### config.mk
export PLATFORM = sky130hd
export DESIGN_NAME = dip_hex_scan_ctrl
export DESIGN_NICKNAME = d
export VERILOG_FILES = /design/src/rtl/dip_hex_scan_ctrl.sv
export SDC_FILE = /design/constraint.sdc
export NUM_CORES = 1
export LEC_CHECK = 0
export CAP_MARGIN = 20
export CORE_MARGIN = 2
export CORE_UTILIZATION = 50
export CTS_CLUSTER_SIZE = 20
export DETAILED_ROUTE_END_ITERATION = 8
export GPL_ROUTABILITY_DRIVEN = 1
export GPL_TIMING_DRIVEN = 0
export PLACE_DENSITY = 0.72
export SYNTH_ARGS = -nofsm -noshare
export SYNTH_HDL_FRONTEND = slang
export SYNTH_SLANG_ARGS = --single-unit
### constraint.sdc
create_clock -name clk -period 3.5 [get_ports clk]
set_input_delay 0.525 -clock clk [delete_from_list [all_inputs] [get_ports clk]]
set_output_delay 0.525 -clock clk [all_outputs]
set_load 0.02 [all_outputs]
### src/rtl/dip_hex_scan_ctrl.sv
// -----------------------------------------------------------------------------
// dip_hex_scan_ctrl
//   Sequencer for a two-digit DIP-switch-to-hex display.
//   - Double-flop synchronises the raw 8-bit switch value, then debounces it:
//     a value must be seen unchanged for DEB_CYCLES cycles before it is
//     committed to val_out.
//   - Scans the two hex nibbles onto one shared 7-segment bus:
//       SHOW_LO -> BLANK_LO -> SHOW_HI -> BLANK_HI -> SHOW_LO
//     SHOW states last DWELL_CYCLES, BLANK states last BLANK_CYCLES. The blank
//     gap between digits suppresses ghosting on the shared segment lines.
//   - ena=0 freezes debounce, scan FSM and dwell count, and blanks the display.
//
// Parameters
//   DEB_CYCLES    stable synchronised cycles needed to commit a value (>=1)
//   DWELL_CYCLES  cycles each digit is shown (>=1)
//   BLANK_CYCLES  cycles of blanking after each digit (>=1)
//
// Ports
//   clk        in   1  rising-edge clock
//   rst_n      in   1  asynchronous active-low reset
//   ena        in   1  0 = freeze block, blank display
//   sw_in      in   8  raw DIP switch value (asynchronous to clk)
//   seg_out    out  7  segments {g,f,e,d,c,b,a}, active high
//   dp_out     out  1  decimal point, active high
//   dig_sel    out  2  01 = low nibble, 10 = high nibble, 00 = none
//   val_out    out  8  debounced, committed switch value
//   val_valid  out  1  high once the first value has been committed
//
// Build option
//   SCAN_CHANGE_DP_EN : when defined, a commit that changes val_out lights the
//   decimal point during SHOW states until two BLANK_HI->SHOW_LO transitions
//   have passed. When undefined, dp_out is tied to 0.
// -----------------------------------------------------------------------------
module dip_hex_scan_ctrl #(
  parameter int DEB_CYCLES   = 4,
  parameter int DWELL_CYCLES = 8,
  parameter int BLANK_CYCLES = 2
) (
  input  logic       clk,
  input  logic       rst_n,
  input  logic       ena,
  input  logic [7:0] sw_in,
  output logic [6:0] seg_out,
  output logic       dp_out,
  output logic [1:0] dig_sel,
  output logic [7:0] val_out,
  output logic       val_valid
);

  // Debounce counter saturates at DEB_CYCLES, so it needs to hold that value.
  localparam int CW      = (DEB_CYCLES > 1) ? $clog2(DEB_CYCLES + 1) : 1;
  localparam int DUR_MAX = (DWELL_CYCLES > BLANK_CYCLES) ? DWELL_CYCLES : BLANK_CYCLES;
  localparam int DW      = (DUR_MAX > 1) ? $clog2(DUR_MAX) : 1;

  localparam logic [CW-1:0] DEB_LAST = CW'(DEB_CYCLES - 1);
  localparam logic [CW-1:0] DEB_MAX  = CW'(DEB_CYCLES);
  localparam logic [DW-1:0] DWELL_LAST = DW'(DWELL_CYCLES - 1);
  localparam logic [DW-1:0] BLANK_LAST = DW'(BLANK_CYCLES - 1);

  typedef enum logic [1:0] {
    SHOW_LO  = 2'd0,
    BLANK_LO = 2'd1,
    SHOW_HI  = 2'd2,
    BLANK_HI = 2'd3
  } state_e;

  function automatic logic [6:0] hex7(input logic [3:0] n);
    logic [6:0] s;
    case (n)
      4'h0: s = 7'h3F;
      4'h1: s = 7'h06;
      4'h2: s = 7'h5B;
      4'h3: s = 7'h4F;
      4'h4: s = 7'h66;
      4'h5: s = 7'h6D;
      4'h6: s = 7'h7D;
      4'h7: s = 7'h07;
      4'h8: s = 7'h7F;
      4'h9: s = 7'h6F;
      4'hA: s = 7'h77;
      4'hB: s = 7'h7C;
      4'hC: s = 7'h39;
      4'hD: s = 7'h5E;
      4'hE: s = 7'h79;
      default: s = 7'h71;
    endcase
    return s;
  endfunction

  // Debounce path
  logic [7:0]    s1_q, s2_q;
  logic [7:0]    cand_q, cand_d;
  logic [CW-1:0] cnt_q, cnt_d;
  logic [7:0]    val_q, val_d;
  logic          valid_q, valid_d;
  logic          commit;

  // Scan FSM
  state_e        state_q, state_d;
  logic [DW-1:0] dwell_q, dwell_d;
  logic [DW-1:0] dwell_last;

  // Registered display outputs
  logic [6:0]    seg_q, seg_d;
  logic [1:0]    dig_q, dig_d;

  always_comb begin
    cand_d  = cand_q;
    cnt_d   = cnt_q;
    val_d   = val_q;
    valid_d = valid_q;
    commit  = 1'b0;
    if (s2_q != cand_q) begin
      cand_d = s2_q;
      cnt_d  = '0;
    end else begin
      // Committing an unchanged value is allowed: it only sets valid.
      if (cnt_q == DEB_LAST) commit = 1'b1;
      if (cnt_q != DEB_MAX)  cnt_d  = cnt_q + CW'(1);
    end
    if (commit) begin
      val_d   = cand_q;
      valid_d = 1'b1;
    end
  end

  always_comb begin
    dwell_last = ((state_q == SHOW_LO) || (state_q == SHOW_HI)) ? DWELL_LAST : BLANK_LAST;
    state_d    = state_q;
    dwell_d    = dwell_q + DW'(1);
    if (dwell_q == dwell_last) begin
      dwell_d = '0;
      case (state_q)
        SHOW_LO:  state_d = BLANK_LO;
        BLANK_LO: state_d = SHOW_HI;
        SHOW_HI:  state_d = BLANK_HI;
        default:  state_d = SHOW_LO;
      endcase
    end
  end

  // Outputs are decoded from the next state so they line up with the state
  // register; segments use the pre-edge val_out, i.e. they lag it by a cycle.
  always_comb begin
    seg_d = '0;
    dig_d = '0;
    if (ena) begin
      case (state_d)
        SHOW_LO: begin
          dig_d = 2'b01;
          seg_d = valid_q ? hex7(val_q[3:0]) : 7'h40;
        end
        SHOW_HI: begin
          dig_d = 2'b10;
          seg_d = valid_q ? hex7(val_q[7:4]) : 7'h40;
        end
        default: begin
          dig_d = 2'b00;
          seg_d = 7'h00;
        end
      endcase
    end
  end

  always_ff @(posedge clk or negedge rst_n) begin
    if (!rst_n) begin
      s1_q    <= '0;
      s2_q    <= '0;
      cand_q  <= '0;
      cnt_q   <= '0;
      val_q   <= '0;
      valid_q <= 1'b0;
      state_q <= BLANK_HI;
      dwell_q <= '0;
      seg_q   <= '0;
      dig_q   <= '0;
    end else begin
      seg_q <= seg_d;
      dig_q <= dig_d;
      if (ena) begin
        s1_q    <= sw_in;
        s2_q    <= s1_q;
        cand_q  <= cand_d;
        cnt_q   <= cnt_d;
        val_q   <= val_d;
        valid_q <= valid_d;
        state_q <= state_d;
        dwell_q <= dwell_d;
      end
    end
  end

`ifdef SCAN_CHANGE_DP_EN
  // Frame counter for the "value just changed" decimal point.
  logic [1:0] flag_q, flag_d;
  logic       dp_q, dp_d;

  always_comb begin
    flag_d = flag_q;
    if ((state_q == BLANK_HI) && (state_d == SHOW_LO) && (flag_q != 2'd0))
      flag_d = flag_q - 2'd1;
    // A fresh change re-arms even on the frame boundary.
    if (commit && (cand_q != val_q))
      flag_d = 2'd2;
    dp_d = ena && ((state_d == SHOW_LO) || (state_d == SHOW_HI)) && (flag_d != 2'd0);
  end

  always_ff @(posedge clk or negedge rst_n) begin
    if (!rst_n) begin
      flag_q <= 2'd0;
      dp_q   <= 1'b0;
    end else begin
      dp_q <= dp_d;
      if (ena) flag_q <= flag_d;
    end
  end

  assign dp_out = dp_q;
`else
  assign dp_out = 1'b0;
`endif

  assign seg_out   = seg_q;
  assign dig_sel   = dig_q;
  assign val_out   = val_q;
  assign val_valid = valid_q;

endmodule

==> results of run 1 <==
==> stage by stage <==
stage	hold slack, ps	power [W]	setup WS (ps)	util, %
5_1_grt	77.5	0.00164	522	60.5
6_report	81.1	0.00154	722	60.5
3_5_place_dp	409	0.00124	745	58.9
3_3_place_gp	486	0.00123	488	58.6
2_1_floorplan	229	0.00111	1070	-
4_1_cts	82.3	0.00156	721	60.5
==> layer usage <==
layer | vias to the layer above | global-route usage, % | share of wire, %
li1 | 867 | - | -
met1 | 831 | 19.9 | 47
met2 | 25 | 28.2 | 49
met3 | 7 | 2.96 | 2.5
met4 | 0 | 6.91 | 1.5
met5 | - | 0 | 0
==> power breakdown <==
part / total, W / switching [W] / internal (W)
clock: 0.000319 / 0.000184 / 0.000135
sequential: 0.000746 / 0.0000743 / 0.000672
combinational: 0.000477 / 0.000238 / 0.000239
total: 0.00154 / 0.000496 / 0.00105
==> cells by family after synthesis <==
group                    Yosys count  share of synthesized area (%)
flip-flops                        50                           47.9
AO/OA/AOI/OAI                     45                           12.3
multiplexers                      40                           17.2
AND/OR/NAND/NOR                   37                           6.50
buffers and inverters             24                           3.68
adder cells (fa/ha/maj)           18                           8.61
XOR/XNOR                          11                           3.68
other                              1                          0.143
==> placed cells by master, fill, tap and decap left out, types with 2 or more instances in the layout <==
cell	count
inv_1	15
clkbuf_8	5
clkdlybuf4s50_1	26
xnor2_1	10
a211oi_1	5
o31ai_1	2
nand2_1	16
nor2_1	9
and3_1	2
dfstp_2	2
clkinv_2	2
nand4_1	2
o211ai_1	5
o22ai_1	2
nand3_1	3
buf_2	3
dfrtp_1	48
mux2i_1	4
nand2b_1	2
a31oi_1	3
mux2_2	35
clkbuf_1	5
a21oi_1	8
ha_1	18
o21ai_1	2
o21ai_0	7
==> flip-flops by register name, indices dropped and copies added (netlist names) <==
name	count
dig_sel	2
state_q	2
cnt_q	3
cand_q	8
val_valid	1
s2_q	8
val_out	8
seg_out	7
s1_q	8
dwell_q	3
==> final cells by class <==
type	count	area, µm²
repair buffers	28	285
multi-input cells	152	1270
well taps	70	87.6
clock inverters	2	10.0
fillers	449	2010
inverters	15	56.3
flip-flops and latches	50	1250
plain buffers	9	40.0
clock buffers	5	68.8
==> critical path: stages, from the launching register on <==
cell	delay, ps
dfstp_2	570
inv_1	70
ha_1	220
or3_4	400
a211oi_4	390
mux2i_1	590
o311ai_0	260
a21oi_1	200
==> how the worst min path moves through the flow <==
stage | startpoint | end | slack, ps | cells past startpoint
finish | rst_n | seg_out[4] | 80 | 1
global route | rst_n | seg_out[4] | 80 | 1
CTS | rst_n | dig_sel[0] | 80 | 1
detailed placement | rst_n | dig_sel[0] | 410 | 1
global placement | s1_q[4] | s2_q[4] | 490 | 1
floorplan | rst_n | cand_q[0] | 230 | 0
==> impl_metrics.yaml, run 1 <==
place:
  place_inst: 324
  place_area_um2: 2990
  place_congestion: 0.801
  portBuffers: 27
  post-dp-hpwl_um: 3220
sta:
  timing.final.crit_period_ps: 2780
  tns_ps: 0
  setup_viol: 0
  max_freq_mhz: 360
  post-route-period-util_pct: 79.4
  slew-limit-headroom_pct: 53.6
  finalClockSkew_ps: 7.28
  final_hold_viol_count: 0
  rsz0062_at_grt: "false"
  worstMarginPinSlew_ps: 692
  maxSlewViolCount: 0
synthesis:
  syn_nets: 255
  yosysUniqueCellTypes: 42
  yosysTopAreaCellShare_pct: 45.9
  synth_ff_type: "dfrtp_1"
  synth_area_leaders: "dfrtp_1 (46%), mux2_2 (15%), ha_1 (8.6%)"
  synth_area_per_cell_um2: 11.6
  synth_common_cells: "dfrtp_1 (48), mux2_2 (35), ha_1 (18), nand2_1 (16), inv_1 (15)"
  ys_warn_count: 0
  syn-instance-count: 226
  syn_area_um2: 2620
  ys_ff_latch: 50
  yosysMostFrequentCell: "dfrtp_1"
  yosys.area.top_type: "dfrtp_1"
  ys_seq_area_share_pct: 47.9
  synthArstFlopShare_pct: 100
  synth_edf_count: 0
worst_hold_path:
  hp-class: "primary input to asynchronous set/reset pin"
setup_path:
  arrival_ps: 2990
  path_class: "flop to flop"
  required_ps: 3710
  r2r_start: "state_q[0]"
  crit_end: "seg_out[5]"
  path_max_fanout: 8
  timing.rr.end: "seg_out[5]"
  reg2reg_slack_ps: 720
  end_kind: "flop"
  critPathLaunch: "state_q[0]"
  r2r_cells: 7
  start_kind: "flop"
clock_tree:
  clk_pin_slew_ps: 90
  root_buffer: "clkbuf_8"
  post_cts_buffers: 0
  clock_sinks: 50
  cts_max_level: 2
  cts_tree: "built"
  holdBufCountCts: 0
  clk_latency_ps: 300
  clockBufferDepth: 2
  cts-buffers-inserted: 5
  cts.repair.resized: 0
floorplan:
  die_area_um2: 5830
  die_w_um: 76.3
  core-area_um2: 5070
  initial_utilization_pct: 51.6
  rows: 26
  die_h_um: 76.3
  io_pins: 30
routing:
  wirelength_um: 4270
  via_per_inst: 5.23
  drcViolationCount: 0
  antenna_left: 0
  vias: 1730
  dr.pass1.iters: 4
  drt_first_iter_violations: 82
  avgRoutedWirePerCell_um: 12.9
job:
  drv_cap: 0
outcome:
  status: "completed"
grt:
  grt_overflow: 0
  grt_max_degree: 41
  grt_pass1_wl_um: 7650
  grt.total_usage_pct: 16.3
  antenna_found_initial: 0
  grt_pass1_vias: 1718
finish:
  antenna_cells: 0
  nNetsFinal: 290
  area.growth.synth_to_final_pct: 17.3
  design_area_um2: 3070
  layoutNonFillerInstCount: 331
  layout-drive-gt1-share_pct: 20.7
power:
  power_density_nw_per_um2: 503
  p_leak_nw: 1.29
  peakVddDrop_mv: 0.296
(Power assumes the default switching activity.)
==> inputs of run 2 (changes only) <==
- clock period: 3.5 -> 2.83 ns (I/O delays scaled with it)
==> impl_metrics.yaml, run 2 (synthesis gave the netlist of run 1 again) <==
sta:
  max_freq_mhz: 381
  setup_viol: 0
  worstMarginPinSlew_ps: 692
  tns_ps: 0
  finalClockSkew_ps: 7.76
  timing.final.crit_period_ps: 2620
  maxSlewViolCount: 0
  final_hold_viol_count: 0
  post-route-period-util_pct: 92.7
  rsz0062_at_grt: "false"
  whs_ps: 506
  slew-limit-headroom_pct: 53.6
grt:
  grt_overflow: 0
  grt_pass1_wl_um: 7670
  grt.total_usage_pct: 16.3
  antenna_found_initial: 0
  grt_pass1_vias: 1721
  grt_max_degree: 41
routing:
  drt_first_iter_violations: 79
  antenna_left: 0
  drcViolationCount: 0
  vias: 1732
  avgRoutedWirePerCell_um: 12.9
  dr.pass1.iters: 4
  wirelength_um: 4280
  via_per_inst: 5.22
clock_tree:
  clk_pin_slew_ps: 90
  clockBufferDepth: 2
  cts_max_level: 2
  clk_latency_ps: 300
  clock_sinks: 50
  cts-buffers-inserted: 5
  cts_tree: "built"
  root_buffer: "clkbuf_8"
setup_path:
  cpPeakStageDelay_ps: 570
  path_max_fanout: 8
  start_kind: "flop"
  end_kind: "flop"
  cpMaxStageDelayCell: "dfstp_2"
  required_ps: 3050
  path_class: "flop to flop"
  arrival_ps: 2840
  path_cells: "inv_1, ha_1, or3_4, a211oi_4, mux2i_2, o311ai_0, a21oi_1"
finish:
  layout_common_cells: "dfrtp_1 (48), mux2_2 (35), clkdlybuf4s50_1 (26)"
  antenna_cells: 0
  nNetsFinal: 291
  layoutNonFillerInstCount: 332
  layout-drive-gt1-share_pct: 21.0
  final_common_cell: "dfrtp_1"
  area.growth.synth_to_final_pct: 17.8
  nFillCells: 446
job:
  drv_cap: 0
floorplan:
  rows: 26
  io_pins: 30
  die_area_um2: 5830
  core-area_um2: 5070
  initial_utilization_pct: 51.6
  die_h_um: 76.3
  die_w_um: 76.3
power:
  totalPowerFinal_w: 0.00192
  power_density_nw_per_um2: 624
  p_leak_nw: 1.29
  peakVddDrop_mv: 0.367
place:
  portBuffers: 27
  place_congestion: 0.801
  place_inst: 324
  post-dp-hpwl_um: 3220
outcome:
  status: "completed"
worst_hold_path:
  hp-class: "primary input to asynchronous set/reset pin"
## run 2: routing by layer
metal	GRT usage (%)	wire (µm)	vias to the layer above
met5	0	0	-
met4	6.91	62	0
met3	2.96	108	7
met2	28.2	2080	25
met1	20.0	2030	832
li1	-	-	868
## run 2: area by class of cell
type	count	area (µm²)	share of cell area, %
tap	70	87.6	2.84
timing repair buffer	29	295	9.58
multi-input combinational	152	1270	41.2
buffer	9	40.0	1.30
inverter	15	56.3	1.83
clock buffer	5	68.8	2.23
sequential	50	1250	40.7
clock inverter	2	10.0	0.325
## run 2: worst paths after layout
check / startpoint / end / slack (ps) / cells after the start
setup reg to reg: state_q[0] / seg_out[5] / 210 / 7
min in group clk: s1_q[2] / s1_q[2] / 510 / 1
hold reg to reg: s1_q[2] / s1_q[2] / 510 / 1
max in group asynchronous: rst_n / state_q[1] / 1780 / 3
hold / removal: rst_n / seg_out[4] / 510 / 2
setup / recovery: state_q[0] / seg_out[5] / 210 / 7
## run 2: timing repair
action,in CTS,in global routing
resized for setup,0,1
endpoints found under the hold margin,9,0
hold buffers,1,0
endpoints found under the setup margin,0,5
setup buffers,0,0
## run 2: critical path, delay by kind of cell (launching register included)
kind | cells | cell delay, ps
AOI/OAI and AO/OA | 3 | 810
adders and majority gates | 1 | 220
buffers and inverters | 1 | 70
DFF | 1 | 570
muxes | 1 | 470
and+or+nand+nor | 1 | 400
## run 2: through the flow
step,cell area (µm²),setup WS (ps),util (%)
floorplan,2620,396,-
global placement,2970,-81.2,58.6
detailed placement,2990,74.8,58.9
CTS,3080,51.4,60.7
global route,3080,34.5,60.7
finish,3080,207,60.7
## run 2: power by group
part	switching [W]	leakage, nW	internal [W]
combinational	0.000298	0.616	0.000305
clock	0.000229	0.0438	0.000167
sequential	0.0000931	0.631	0.000831
